[config.mk]
export PLATFORM = sky130hd
export DESIGN_NAME = round_sat_pipe
export DESIGN_NICKNAME = d
export VERILOG_FILES = /design/src/rtl/round_sat_pipe_pkg.sv /design/src/rtl/round_sat_lane.sv /design/src/rtl/round_sat_pipe.sv
export SDC_FILE = /design/constraint.sdc
export NUM_CORES = 1
export LEC_CHECK = 0
export CAP_MARGIN = 20
export CORE_MARGIN = 3
export CORE_UTILIZATION = 39
export CTS_CLUSTER_DIAMETER = 50
export DETAILED_ROUTE_END_ITERATION = 10
export DONT_BUFFER_PORTS = 1
export PLACE_DENSITY = 0.52
export SKIP_LAST_GASP = 1
export SYNTH_ARGS = -nofsm -noshare
export SYNTH_HDL_FRONTEND = slang
export SYNTH_SLANG_ARGS = --single-unit
[constraint.sdc]
create_clock -name clk -period 2.1 [get_ports clk]
set_input_delay 0.21 -clock clk [delete_from_list [all_inputs] [get_ports clk]]
set_output_delay 0.21 -clock clk [all_outputs]
set_load 0.05 [all_outputs]
[src/rtl/round_sat_pipe_pkg.sv]
// Shared definitions for the rounding/saturation pipeline.
// Latency: none (types only). Backpressure: not applicable.
// Contents: the rounding-mode encoding carried with every beat.
package round_sat_pipe_pkg;

  localparam int MODE_W = 2;

  typedef enum logic [MODE_W-1:0] {
    MODE_TRUNC = 2'd0,  // floor
    MODE_ZERO  = 2'd1,  // toward zero
    MODE_AWAY  = 2'd2,  // half away from zero
    MODE_CONV  = 2'd3   // half to even (convergent)
  } round_mode_e;

endpackage

[src/rtl/round_sat_lane.sv]
// One lane of round + saturate; both halves are purely combinational.
// Latency: 0 cycles; the parent registers the round result and the saturate result.
// Backpressure: none here; the parent gates its registers with the pipeline advance.
// Ports:
//   x, mode  -> r, err     rounding half (stage-1 logic), r is BITS_IN-SHIFT+1 bits
//   r_sat    -> y, ovf     saturation half (stage-2 logic), fed from the stage-1 register
module round_sat_lane
  import round_sat_pipe_pkg::*;
#(
  parameter int BITS_IN  = 16,
  parameter int BITS_OUT = 8,
  parameter int SHIFT    = 8
) (
  input  logic [BITS_IN-1:0]    x,
  input  logic [MODE_W-1:0]     mode,
  output logic [BITS_IN-SHIFT:0] r,
  output logic [SHIFT:0]        err,
  input  logic [BITS_IN-SHIFT:0] r_sat,
  output logic [BITS_OUT-1:0]   y,
  output logic                  ovf
);

  localparam int RW = BITS_IN - SHIFT + 1;

  if (SHIFT == 0) begin : g_noshift
    // Nothing is dropped: pass the sample through with one guard bit.
    logic unused_mode;
    assign unused_mode = ^mode;
    assign r   = {x[BITS_IN-1], x};
    assign err = 1'b0;
  end else begin : g_shift
    logic [SHIFT-1:0] f;
    logic [SHIFT-1:0] h;
    logic [RW-1:0]    q;
    logic             inc;

    always_comb begin
      h          = '0;
      h[SHIFT-1] = 1'b1;
      f          = x[SHIFT-1:0];
      // Floor shift, sign-extended by one guard bit so the +1 below cannot wrap.
      q          = {x[BITS_IN-1], x[BITS_IN-1:SHIFT]};
      inc        = 1'b0;
      case (round_mode_e'(mode))
        MODE_TRUNC: inc = 1'b0;
        MODE_ZERO:  inc = x[BITS_IN-1] & (|f);
        MODE_AWAY:  inc = x[BITS_IN-1] ? (f > h) : (f >= h);
        MODE_CONV:  inc = (f > h) | ((f == h) & q[0]);
        default:    inc = 1'b0;
      endcase
    end

    assign r = q + {{(BITS_IN-SHIFT){1'b0}}, inc};
    // x - (r << SHIFT) reduces to f - inc*2^SHIFT, which always fits SHIFT+1 signed bits.
    assign err = {1'b0, f} - {inc, {SHIFT{1'b0}}};
  end

  // r fits the output when every bit from the output MSB upward equals the sign.
  logic [RW-BITS_OUT:0] r_top;
  logic                 fits;

  assign r_top = r_sat[RW-1:BITS_OUT-1];
  assign fits  = (&r_top) | ~(|r_top);

  always_comb begin
    ovf = ~fits;
    y   = r_sat[BITS_OUT-1:0];
    if (!fits) begin
      if (r_sat[RW-1]) begin
        y             = '0;
        y[BITS_OUT-1] = 1'b1;
      end else begin
        y             = '1;
        y[BITS_OUT-1] = 1'b0;
      end
    end
  end

endmodule

[src/rtl/round_sat_pipe.sv]
// Multi-lane round-then-saturate pipeline with residue, per-lane overflow and a sticky overflow count.
// Latency: 2 cycles accept-to-out_valid, 1 beat/clk throughput.
// Backpressure: full valid/ready; in_ready is combinational from out_ready, stalled stages hold.
// Ports:
//   in_valid/in_ready/in_data/in_mode      input beat, NCH lanes packed lane0 in LSBs
//   out_valid/out_ready/out_data/out_err/out_ovf   output beat with residue and overflow flags
//   ovf_clr/ovf_count                      saturating count of output beats with any overflow
module round_sat_pipe
  import round_sat_pipe_pkg::*;
#(
  parameter int BITS_IN  = 16,
  parameter int BITS_OUT = 8,
  parameter int SHIFT    = 8,
  parameter int NCH      = 1,
  parameter int CNT_W    = 16
) (
  input  logic                    clk,
  input  logic                    rst_n,
  input  logic                    in_valid,
  output logic                    in_ready,
  input  logic [NCH*BITS_IN-1:0]  in_data,
  input  logic [MODE_W-1:0]       in_mode,
  output logic                    out_valid,
  input  logic                    out_ready,
  output logic [NCH*BITS_OUT-1:0] out_data,
  output logic [NCH*(SHIFT+1)-1:0] out_err,
  output logic [NCH-1:0]          out_ovf,
  input  logic                    ovf_clr,
  output logic [CNT_W-1:0]        ovf_count
);

  localparam int RW = BITS_IN - SHIFT + 1;
  localparam int EW = SHIFT + 1;

  logic                     s1_valid;
  logic [NCH*RW-1:0]        s1_r;
  logic [NCH*EW-1:0]        s1_err;
  logic [NCH*RW-1:0]        r_d;
  logic [NCH*EW-1:0]        err_d;
  logic [NCH*BITS_OUT-1:0]  sat_d;
  logic [NCH-1:0]           ovf_d;
  logic                     s1_adv;
  logic                     s2_adv;
  logic                     cnt_hit;

  assign s2_adv   = ~out_valid | out_ready;
  assign s1_adv   = ~s1_valid | s2_adv;
  assign in_ready = s1_adv;

  for (genvar g = 0; g < NCH; g++) begin : g_lane
    round_sat_lane #(
      .BITS_IN  (BITS_IN),
      .BITS_OUT (BITS_OUT),
      .SHIFT    (SHIFT)
    ) u_lane (
      .x     (in_data[g*BITS_IN +: BITS_IN]),
      .mode  (in_mode),
      .r     (r_d[g*RW +: RW]),
      .err   (err_d[g*EW +: EW]),
      .r_sat (s1_r[g*RW +: RW]),
      .y     (sat_d[g*BITS_OUT +: BITS_OUT]),
      .ovf   (ovf_d[g])
    );
  end

  // Stage 1: rounded value and residue. Data loads only on accept, so a stall holds it.
  always_ff @(posedge clk or negedge rst_n) begin
    if (!rst_n) begin
      s1_valid <= 1'b0;
      s1_r     <= '0;
      s1_err   <= '0;
    end else if (s1_adv) begin
      s1_valid <= in_valid;
      if (in_valid) begin
        s1_r   <= r_d;
        s1_err <= err_d;
      end
    end
  end

  // Stage 2: saturated output; the residue rides along unchanged.
  always_ff @(posedge clk or negedge rst_n) begin
    if (!rst_n) begin
      out_valid <= 1'b0;
      out_data  <= '0;
      out_err   <= '0;
      out_ovf   <= '0;
    end else if (s2_adv) begin
      out_valid <= s1_valid;
      if (s1_valid) begin
        out_data <= sat_d;
        out_err  <= s1_err;
        out_ovf  <= ovf_d;
      end
    end
  end

  assign cnt_hit = out_valid & out_ready & (|out_ovf);

  // A clear that coincides with a counted beat leaves that beat counted.
  always_ff @(posedge clk or negedge rst_n) begin
    if (!rst_n) begin
      ovf_count <= '0;
    end else if (ovf_clr) begin
      ovf_count <= cnt_hit ? CNT_W'(1) : '0;
    end else if (cnt_hit && !(&ovf_count)) begin
      ovf_count <= ovf_count + 1'b1;
    end
  end

endmodule
## Word-level counts from Yosys, hierarchy flattened

Index checks and enable logic that the tools add are counted.

| cells by class | value |
|---|---|
| $add $sub $neg | 3 |
| $lt $le $gt $ge | 2 |
| equal/unequal tests | 4 |
| muxes and demuxes | 7 |
| bitwise logic cells | 12 |
| reductions and logical operators | 10 |

Operators with widths:

| cell | number |
|---|---|
| 2-to-1 mux 16 bit | 2 |
| adder 16 x 1 -> 16 bit, second input constant | 1 |
| 2-to-1 mux 8 bit | 2 |
| AND reduction 16 bit | 1 |
| adder 8 x 2 -> 9 bit | 1 |
| subtractor 8 x 9 -> 9 bit | 1 |
| == test 8 bit, second input constant | 1 |
| greater-or-equal comparator 8 bit, second input constant | 1 |
| > comparator 8 bit, second input constant | 1 |
| OR reduction 8 bit | 1 |
| AND reduction 2 bit | 3 |
| bitwise AND 1 bit | 4 |
| == test 2 bit, second input constant | 2 |
| NOT 1 bit | 4 |
| bitwise OR 1 bit | 4 |
| case mux 1 bit (4 select lines) | 1 |
| == test 2 x 1 -> 1 bit, second input constant | 1 |
| logical NOT 2 bit | 1 |
| 2-to-1 mux 1 bit | 2 |
| nonzero test 2 bit | 1 |
| OR reduction 2 bit | 1 |
| logical AND 1 bit | 1 |
| logical NOT 1 bit | 1 |

| storage, ports and cells | value |
|---|---|
| register bits | 54 |
| input bits | 23 |
| logic and storage cells | 46 |

## Logic depth before layout (Yosys ltp)

| depth | value |
|---|---|
| depth in word-level cells | 5 |
| mapped depth | 9 |
| gate-level depth less buffers | 9 |

## By module

From an unflattened synthesis, not the netlist that was laid out.

| unflattened totals | value |
|---|---|
| cells, all modules | 237 |
| area total of the unflattened synthesis | 2727.6 um^2 |

By module, submodules not included:

| module | instances | cells an instance | area each (um^2) |
|---|---|---|---|
| round_sat_pipe | 1 | 188 | 2354.8 |
| round_sat_lane | 1 | 49 | 372.9 |

## Worst setup path after synthesis

No wires, ideal clock.

| path | value |
|---|---|
| kind | register to register |
| start | register out_valid |
| end | register s1_err[4] |
| setup time | 0.128 ns |
| arrival | 2.173 ns |
| setup slack | -0.201 ns |
| cell stages (with the launch flop) | 5 |
| path buffers | 1 |
| period minus slack after synthesis | 2.301 ns |
| path through | dfrtp_1 > nand3b_1 > nand2_1 > buf_2 > mux2_1 |

| on the way | value |
|---|---|
| cells in the longest elaborated chain, start to end | 4 |

Ends and longest elaborated chain:

| what | RTL line | source |
|---|---|---|
| start: declaration | round_sat_pipe.sv:23 | `output logic out_valid,` |
| start signal: assignment | round_sat_pipe.sv:89 | `out_valid <= s1_valid;` |
| NOT 1 bit | round_sat_pipe.sv:46 | `assign s2_adv = ~out_valid \| out_ready;` |
| bitwise OR 1 bit | round_sat_pipe.sv:46 |  |
| bitwise OR 1 bit | round_sat_pipe.sv:47 | `assign s1_adv = ~s1_valid \| s2_adv;` |
| net in_ready | round_sat_pipe.sv:20 | `output logic in_ready,` |
| AND reduction 2 bit (no source line) | n/a |  |
| end signal: assignment | round_sat_pipe.sv:76 | `s1_err <= err_d;` |
| end: declaration | round_sat_pipe.sv:37 | `logic [NCH*EW-1:0] s1_err;` |

The timed path passes the listed nets, and every way through them passes these cells.
A chain may end at the register's enable or synchronous reset.

## Worst setup path in the final report

| path | value |
|---|---|
| start | register ovf_count[0] |
| end | register ovf_count[13] |

| on the way | value |
|---|---|
| cells in the longest elaborated chain, start to end | 4 |
| elaborated cells between the ends (all ways) | 7 |
| classes of those cells | 1 x add/sub; 2 x mux; 4 x reduce/logical |

Ends and longest elaborated chain:

| what | RTL line | source |
|---|---|---|
| start: declaration | round_sat_pipe.sv:29 | `output logic [CNT_W-1:0] ovf_count` |
| start signal: assignment | round_sat_pipe.sv:105 | `ovf_count <= cnt_hit ? CNT_W'(1) : '0;` |
| start signal: assignment | round_sat_pipe.sv:107 | `ovf_count <= ovf_count + 1'b1;` |
| branches (longest 4 deep; another with adder 16 x 1 -> 16 bit) | n/a |  |

Several ways; the timed one is not identified. The select of a mux whose other input is x is not followed.

==> reports/metrics.csv <==
stage,metric,value,unit
clocking,clock root cell,clkbuf_8,
timing,Worst-Margin Slew,0.567,ns
logic_synthesis,Synth cell types,36,
global_routing,GRT Util Overall,0.155,
clocking,PostCTS Resize Cnt,0,
routing,vias per cell,5.52,
layout,synthesis-to-finish area growth,15.4,%
clocking,CTS tree,built,
floorplanning,row count,28,
clocking,Clock Path Buffers,2,
floorplanning,starting density of the core,0.417,
worst_setup_path,Worst R2R Path Depth,5,
routing,First-pass DRT Iterations,4,
outcome,outcome,"complete, no violations",
timing,Worst Slack Setup Final,0.193,ns
timing,# setup viols final,0,
logic_synthesis,Synth Flop Type,dfrtp_1,
timing,fmax,524,MHz
layout,"most common cell after layout, fill and taps aside",dfrtp_1,
logic_synthesis,syn_nets,264,
layout,Layout Nets,288,
logic_synthesis,synthesized area per cell,10.8,um^2
worst_setup_path,capture point of the worst path,ovf_count[13],
timing,"Hold Vio Cnt, Final",0,
worst_setup_path,crit path capture type,register,
layout,most frequent cells in the layout,"51 x dfrtp_1, 27 x nand2_1, 24 x buf_4, 21 x a21oi_1, 21 x mux2_1",
hold_path,Hold WC Path Type,input pin to register,
routing,Routed Antenna Nets,0,
job,max-cap violations,0,
logic_synthesis,post-synthesis sequential area ratio,0.532,
routing,drt total wl,5.52,mm
power,Cell Pwr Density,944,mW/mm^2
logic_synthesis,Synth Area in XOR/XNOR,0.0207,
floorplanning,Ports,59,
timing,Final min period,1.91,ns
logic_synthesis,Async SR Flop Fraction,1.00,
global_routing,first-pass GRT wire length,9.15,mm
clocking,Clock Sinks,54,
logic_synthesis,Post-synth EDFFs,0,
global_routing,GRT Residual Overflow,0,
timing,clk_skew,0.0126,ns
worst_setup_path,FF-to-FF End,ovf_count[13],
logic_synthesis,YS warnings,0,
floorplanning,die width,86.7,um
place,Buffers on Ports,0,
place,hpwl dp,3.90,mm
clocking,CTS Buf Count,5,
logic_synthesis,mux contribution to synthesized area,0.0975,
logic_synthesis,largest family of logic cells by synthesized area,simple AND/OR/NAND/NOR gates,
routing,DRC,0,
global_routing,vias in the first global route,1861,
routing,wire per inst,16.4,um
power,Peak VDD IR,0.542,mV
worst_setup_path,worst setup path startpoint,ovf_count[0],
timing,final setup TNS,0,ns
logic_synthesis,Post-Syn Area,0.00254,mm^2
layout,non-filler instance count after layout,336,
place,pre-CTS setup slack,0.200,ns
floorplanning,die area,0.00752,mm^2
timing,Min Hold Slack,0.0153,ns
routing,DR iter-0 viols,91,
worst_setup_path,critical path data required time,2.29,ns
logic_synthesis,post-synthesis adder-cell area fraction,0.0246,
logic_synthesis,Synth Register Bits,54,
global_routing,largest net degree at the start of global routing,55,
worst_setup_path,crit path kind,register to register,
worst_setup_path,R2R Path Start,ovf_count[0],
floorplanning,die span in y,86.7,um
clocking,clock-pin slew on the worst setup and hold paths,0.10,ns
logic_synthesis,synthesized instance count,236,
power,leakage power,1.23,nW
logic_synthesis,Synth Area in Compound Gates,0.131,
clocking,H-tree levels,2,
worst_setup_path,critical path peak fanout,22,
timing,RSZ-0062 raised after global routing,false,
worst_setup_path,arrival time worst endpoint,2.10,ns
layout,layout cells sized above 1,0.149,
timing,"Slew Viols, Final",0,
timing,crit share post-route,0.908,
place,Placed Instances,324,
floorplanning,core footprint,0.00610,mm^2
global_routing,initial antenna violation count,0,
place,routability congestion estimate,0.884,
clocking,Clock Latency Late Sink,0.31,ns
worst_setup_path,CP startpoint kind,register,
routing,via count,1855,
timing,Max-Slew Margin vs Limit,0.621,
logic_synthesis,Synth Area in Simple Gates,0.169,
worst_setup_path,worst reg-to-reg setup slack,0.19,ns
layout,Antenna Cells,0,
[Yosys cell counts, types with 2 or more instances]
master,n,area (um^2)
and3_1,2,12.5
nand4_1,5,31.3
inv_1,3,11.3
nand3_1,7,35.0
ha_1,5,62.6
dfrtp_1,54,1350
clkbuf_1,6,22.5
nand3b_1,2,15.0
nor2_1,7,26.3
nor4_1,3,18.8
or4_1,10,75.1
a21oi_1,21,105
buf_2,2,10.0
nand2_1,27,101
buf_1,2,7.51
nor2b_1,5,31.3
or3_1,2,12.5
o21ai_1,20,100
xnor2_1,5,43.8
nand2b_1,3,18.8
o31ai_1,10,75.1
mux2_1,21,236
[kinds of logic (layout without fill, tap and decap cells)]
family | after synthesis | after routing
DFF | 54 | 54
adders and majority gates | 5 | 5
xor gates and xnor gates | 6 | 6
buffers and inverters | 14 | 39
and+or+nand+nor | 78 | 78
AOI/OAI and AO/OA | 57 | 57
muxes | 22 | 22
[layout make-up]
class | instances | area [um^2]
timing repair buffer | 28 | 238
tap | 75 | 93.8
multi-input combinational | 168 | 1130
clock inverter | 1 | 30.0
fill | 606 | 3170
inverter | 3 | 11.3
clock buffer | 7 | 76.3
sequential | 54 | 1360
[how the worst min path moves through the flow]
stage / from / endpoint / slack (ns) / cells after the start
after floorplan: rst_n / out_data[0] / -0.09 / 0
after global placement: rst_n / ovf_count[10] / -0.08 / 0
after detailed placement: rst_n / ovf_count[10] / -0.08 / 0
after CTS: in_data[6] / s1_err[6] / 0.01 / 1
after global routing: in_data[0] / s1_err[0] / 0.01 / 1
final: in_data[4] / s1_err[4] / 0.02 / 1
[per-layer routing]
metal	up-vias	part of all wire	track usage
met5	-	0	0
met4	0	0.012	0.0467
met3	6	0.086	0.0570
met2	62	0.44	0.232
met1	884	0.46	0.211
li1	903	-	-
[critical path: stages (launching register included)]
cell and delay [ns]:
dfrtp_2 0.41, ha_1 0.23, and4_4 0.21, and4bb_4 0.28
nor4_1 0.31, mux2_1 0.36
[where the power goes]
group / switching [mW] / internal (mW) / total, mW
sequential: 0.443 / 1.20 / 1.64
clock: 0.345 / 0.358 / 0.702
combinational: 0.255 / 0.167 / 0.422
total: 1.04 / 1.72 / 2.76
[repair_timing]
item	in CTS	in global routing
hold buffers	4	0
hold endpoints to repair	68	0
buffers inserted	0	0
[per-stage QoR]
stage | power (mW) | util | area, um^2
after floorplan | 1.94 | - | 2540
after global placement | 2.06 | 0.454 | 2770
after detailed placement | 2.06 | 0.454 | 2770
after CTS | 2.80 | 0.481 | 2930
after global routing | 2.91 | 0.481 | 2930
final | 2.76 | 0.481 | 2930
[sequential cells by signal (all words and copies together) (netlist names)]
signal / cells
out_data: 8
out_err: 9
out_ovf: 1
out_valid: 1
ovf_count: 16
s1_err: 9
s1_r: 9
s1_valid: 1
Note: power is estimated with default switching activity, not from simulation.
